[src/rtl/imem_fill_pkg.sv]
// Shared constants and state encoding for the instruction-cache line-fill engine.
// The same constants size the cache line on the imem side.
`timescale 1ns/1ps
package imem_fill_pkg;

  localparam int IMF_XLEN   = 64;
  localparam int IMF_BEAT_W = 64;
  localparam int IMF_LINE_W = 1024;
  localparam int IMF_BEATS  = IMF_LINE_W / IMF_BEAT_W;
  localparam int IMF_OFFS_W = 7;

  typedef enum logic [1:0] {
    IMF_IDLE = 2'd0,
    IMF_REQ  = 2'd1,
    IMF_BEAT = 2'd2,
    IMF_DONE = 2'd3
  } imf_state_e;

endpackage

[src/rtl/imem_fill.sv]
// Line-fill engine: fetches one cache line as a burst of beats on a cache miss
// and presents it with a one-cycle strobe, dropping fills that went stale.
`timescale 1ns/1ps
module imem_fill
  import imem_fill_pkg::*;
#(
  parameter int XLEN   = IMF_XLEN,
  parameter int BEAT_W = IMF_BEAT_W,
  parameter int LINE_W = IMF_LINE_W,
  parameter int BEATS  = IMF_BEATS,
  parameter int OFFS_W = IMF_OFFS_W
) (
  input  logic              clk,
  input  logic              clr_n,
  input  logic [XLEN-1:0]   pc,
  input  logic              b_rd,
  output logic [LINE_W-1:0] b_data,
  output logic              b_dv,
  output logic [XLEN-1:0]   m_addr,
  output logic              m_req,
  input  logic              m_gnt,
  input  logic [BEAT_W-1:0] m_data,
  input  logic              m_dv,
  output imf_state_e        dbg_state
);

  localparam int CNT_W = $clog2(BEATS);
  localparam int TAG_W = XLEN - OFFS_W;
  localparam logic [CNT_W-1:0] LAST_BEAT = CNT_W'(BEATS - 1);

  // Handshakes: m_req is held with a stable m_addr until m_gnt is sampled high;
  // m_dv qualifies m_data only while in BEAT; b_dv qualifies b_data for one cycle.

  imf_state_e       state_q, state_d;
  logic [CNT_W-1:0] cnt_q;
  logic [TAG_W-1:0] line_q;
  logic [TAG_W-1:0] pc_line;
  logic             unused_pc_offs;

  assign pc_line        = pc[XLEN-1:OFFS_W];
  assign unused_pc_offs = ^pc[OFFS_W-1:0];
  assign dbg_state      = state_q;

  // A fill is only presented if the cache is still missing on the same line.
  assign b_dv = (state_q == IMF_DONE) && b_rd && (pc_line == line_q);

  always_ff @(posedge clk or negedge clr_n) begin
    if (!clr_n) state_q <= IMF_IDLE;
    else        state_q <= state_d;
  end

  always_comb begin
    state_d = state_q;
    case (state_q)
      IMF_IDLE: if (b_rd)  state_d = IMF_REQ;
      IMF_REQ:  if (m_gnt) state_d = IMF_BEAT;
      IMF_BEAT: if (m_dv && (cnt_q == LAST_BEAT)) state_d = IMF_DONE;
      IMF_DONE: state_d = IMF_IDLE;
    endcase
  end

  always_ff @(posedge clk or negedge clr_n) begin
    if (!clr_n) begin
      cnt_q  <= '0;
      line_q <= '0;
      b_data <= '0;
      m_addr <= '0;
      m_req  <= 1'b0;
    end else begin
      case (state_q)
        IMF_IDLE: begin
          if (b_rd) begin
            line_q <= pc_line;
            m_addr <= {pc_line, {OFFS_W{1'b0}}};
            m_req  <= 1'b1;
          end
        end
        IMF_REQ: begin
          if (m_gnt) begin
            m_req <= 1'b0;
            cnt_q <= '0;
          end
        end
        IMF_BEAT: begin
          // Beats arrive in ascending address order; the counter wraps to 0 on the last one.
          if (m_dv) begin
            b_data[BEAT_W*cnt_q +: BEAT_W] <= m_data;
            cnt_q <= cnt_q + CNT_W'(1);
          end
        end
        IMF_DONE: ;
      endcase
    end
  end

endmodule

[config.mk]
export PLATFORM = sky130hd
export DESIGN_NAME = imem_fill
export DESIGN_NICKNAME = d
export VERILOG_FILES = /design/src/rtl/imem_fill_pkg.sv /design/src/rtl/imem_fill.sv
export SDC_FILE = /design/constraint.sdc
export NUM_CORES = 1
export LEC_CHECK = 0
export CAP_MARGIN = 20
export CORE_AREA = 8 8 472 474
export DETAILED_ROUTE_END_ITERATION = 7
export DIE_AREA = 0 0 480 482
export GPL_ROUTABILITY_DRIVEN = 0
export PLACE_DENSITY = 0.46
export SETUP_SLACK_MARGIN = 0.4
export SLEW_MARGIN = 15
export SYNTH_ARGS = -nofsm -noshare
export SYNTH_HDL_FRONTEND = slang
export SYNTH_SLANG_ARGS = --single-unit
[constraint.sdc]
create_clock -name clk -period 3.15 [get_ports clk]
set_input_delay 0.4725 -clock clk [delete_from_list [all_inputs] [get_ports clk]]
set_output_delay 0.4725 -clock clk [all_outputs]
set_load 0.02 [all_outputs]
==> out/qor.yml <==
die:
  pin_count: 1225
  coreArea_um2: 216000
  dieArea_um2: 231000
  dieHeight_um: 482
  num_rows: 171
  start_util_pct: 19.8
  die_w_um: 480
yosys:
  synth_area_leaders: "dfrtp_1, nand2_1, o21ai_0"
  synthCells: 3957
  avgSynthCellArea_um2: 10.8
  yosys.area.top_type_share_pct: 63.9
  synth_common_cells: "nand2_1, dfrtp_1, o21ai_0, clkbuf_1, a22o_1"
  synth_edf_count: 0
  yosysUniqueCellTypes: 55
  ys_seq_area_share_pct: 63.9
  synth_ff_type: "dfrtp_1"
  post-synth-top-area-cell: "dfrtp_1"
  synthArstFlopShare_pct: 100
  syn_area_um2: 42600
  yosysMostFrequentCell: "nand2_1"
  ys_seq_elements: 1088
  ys_warn_count: 0
pwr:
  p_leak_nw: 26.8
  clkPwrFrac_pct: 39.1
  vdd_ir_drop_max_mv: 0.505
  p_per_area_nw_per_um2: 617
  power_mw: 39.6
  power.internal_mw: 27.3
  switching_share_pct: 31.1
  switching_power_mw: 12.3
  seqPwrFrac_pct: 39.4
  pwr-share-comb_pct: 21.5
cts:
  clkTransAtPathRegs_ns: 0.06
  htreeDepth: 4
  clock_sinks: 1088
  cts-root-buf: "clkbuf_16"
  cts_buffer_depth: 3
  cts_buffers: 134
  clk_latency_ns: 0.78
  cts_tree: "built"
global_route:
  grt_max_degree: 99
  grt-ovfl-total: 0
  grt_pass1_vias: 36100
  antenna_found_initial: 14
  grt_pass1_wl_um: 312000
  grtUsageTotal_pct: 19.1
job:
  cap_violations: 0
critical_path:
  worstPathMaxFanout: 3
  start_kind: "flop"
  cp_data_required_time_ns: 2.68
  crit_path_end_kind: "output port"
  path_class: "reg2out"
  crit_arrival_ns: 2.66
routing:
  postRouteAntennaNets: 0
  top_layer: "met4"
  drc_errors: 0
  vias: 35500
  wl_met2_um: 111000
  drt-met1-wl_um: 92700
  wl_met3_um: 21300
  wirelength_um: 231000
  wl_per_cell_um: 28.3
  dr.pass1.iters: 5
  first_iter_violations: 2438
  avgViaCountPerCell: 4.36
sta:
  max_freq_mhz: 319
  tightest_slew_ns: 1.08
  finalSetupViolations: 0
  slew_viol_final: 0
  slew_headroom_pct: 27.6
  fin_worst_skew_ns: 0.0272
  post-route-period-util_pct: 99.6
  rsz0062_at_grt: "true"
  final-hold-violation-count: 0
  setup_slack_ns: 0.0130
  period_minus_slack_ns: 3.14
placement:
  placed_area_um2: 59400
  dp_worst_setup_slack_ns: -0.379
  io_buffers: 1210
  hpwlAfterDp_um: 163000
finish:
  syn_to_final_growth_pct: 50.5
  final_nets: 5335
  drive_above_1_share_pct: 12.6
  fin_area_um2: 64100
  fin_util_pct: 29.7
run_status:
  outcome: "finished, final reports clean"
min_path:
  hp-class: "in2reg"
==> routing by layer <==
layer,global-route usage (%),up-vias
met1,22.9,18000
met5,0,-
met3,6.90,254
met2,32.4,1476
li1,-,15800
met4,5.12,0
==> final cells by class <==
class                      count  area (um^2)
timing repair buffer        1445        14700
multi-input combinational   2497        14100
antenna                        7         17.5
tap                         2854         3570
fill                       22200       152000
clock buffer                 206         3960
sequential                  1088        27200
clock inverter                34          425
inverter                      26          103
==> power groups by stage <==
stage	clock network, mW	registers (mW)	logic, mW
after floorplan	0	16.8	2.56
after global placement	0	15.8	8.43
after detailed placement	0	15.8	8.42
after CTS	15.9	15.6	8.56
after global routing	16.4	15.7	9.00
final	15.5	15.6	8.51
==> repair_timing <==
action | CTS | global route
endpoints found under the hold margin | 22 | 0
setup buffers | 7 | 5
cloned | 1 | 2
pin swaps | 8 | 8
hold buffers | 1 | 0
gates resized for setup | 24 | 23
endpoints found under the setup margin | 511 | 254
==> critical path, stage by stage, from the launching register on <==
cell and delay [ns]:
dfrtp_1 0.41, xor2_1 0.17, nor4_1 0.50, buf_4 0.23
nand4_1 0.10, nor4_2 0.22, buf_4 0.15, buf_6 0.11
==> kinds of logic (layout without fill, tap and decap cells) <==
family	after synthesis	in the layout	synth area share (%)
AOI/OAI and AO/OA	951	951	14.0
and+or+nand+nor	1311	1311	12.0
adders and majority gates	10	10	0.294
xor gates and xnor gates	40	40	0.857
DFF	1088	1088	63.9
muxes	178	178	5.23
buffers and inverters	378	1711	3.67
other	1	14	0.00880
==> per-stage QoR <==
stage	setup TNS (ns)	std cells	hold WS, ns
final	0	8157	0.259
after CTS	-0.262	8142	0.214
after global placement	-0.558	7893	0.460
after global routing	-0.133	8152	0.220
after floorplan	0	3963	0.177
after detailed placement	-0.379	7893	0.466
==> placed cells by master (no fill, tap or decap), types with 57 or more instances in the layout <==
cell type	count
o31ai_1	108
mux2_2	118
a22o_1	232
buf_12	57
dfrtp_1	1085
clkbuf_16	139
o21ai_0	574
mux2_4	60
buf_4	164
nand2_1	1226
clkdlybuf4s50_1	1200
==> flip-flops by register name, indices dropped and copies added, names as in the netlist <==
register	flops
dbg_state	2
b_data	1024
cnt_q	4
m_req	1
line_q	57
==> final timing paths <==
path | start | to | cells past startpoint | slack, ns
min in group asynchronous | clr_n | b_data[854] | 2 | 0.27
worst min register to register | b_data[974] | b_data[974] | 2 | 0.47
max in group asynchronous | clr_n | b_data[918] | 4 | 1.72
worst max register to register | cnt_q[0] | b_data[299] | 7 | 0.48
worst min-delay path | m_data[20] | b_data[852] | 3 | 0.26
worst max-delay path | line_q[22] | b_dv | 7 | 0.01
Note: power is estimated with default switching activity, not from simulation.
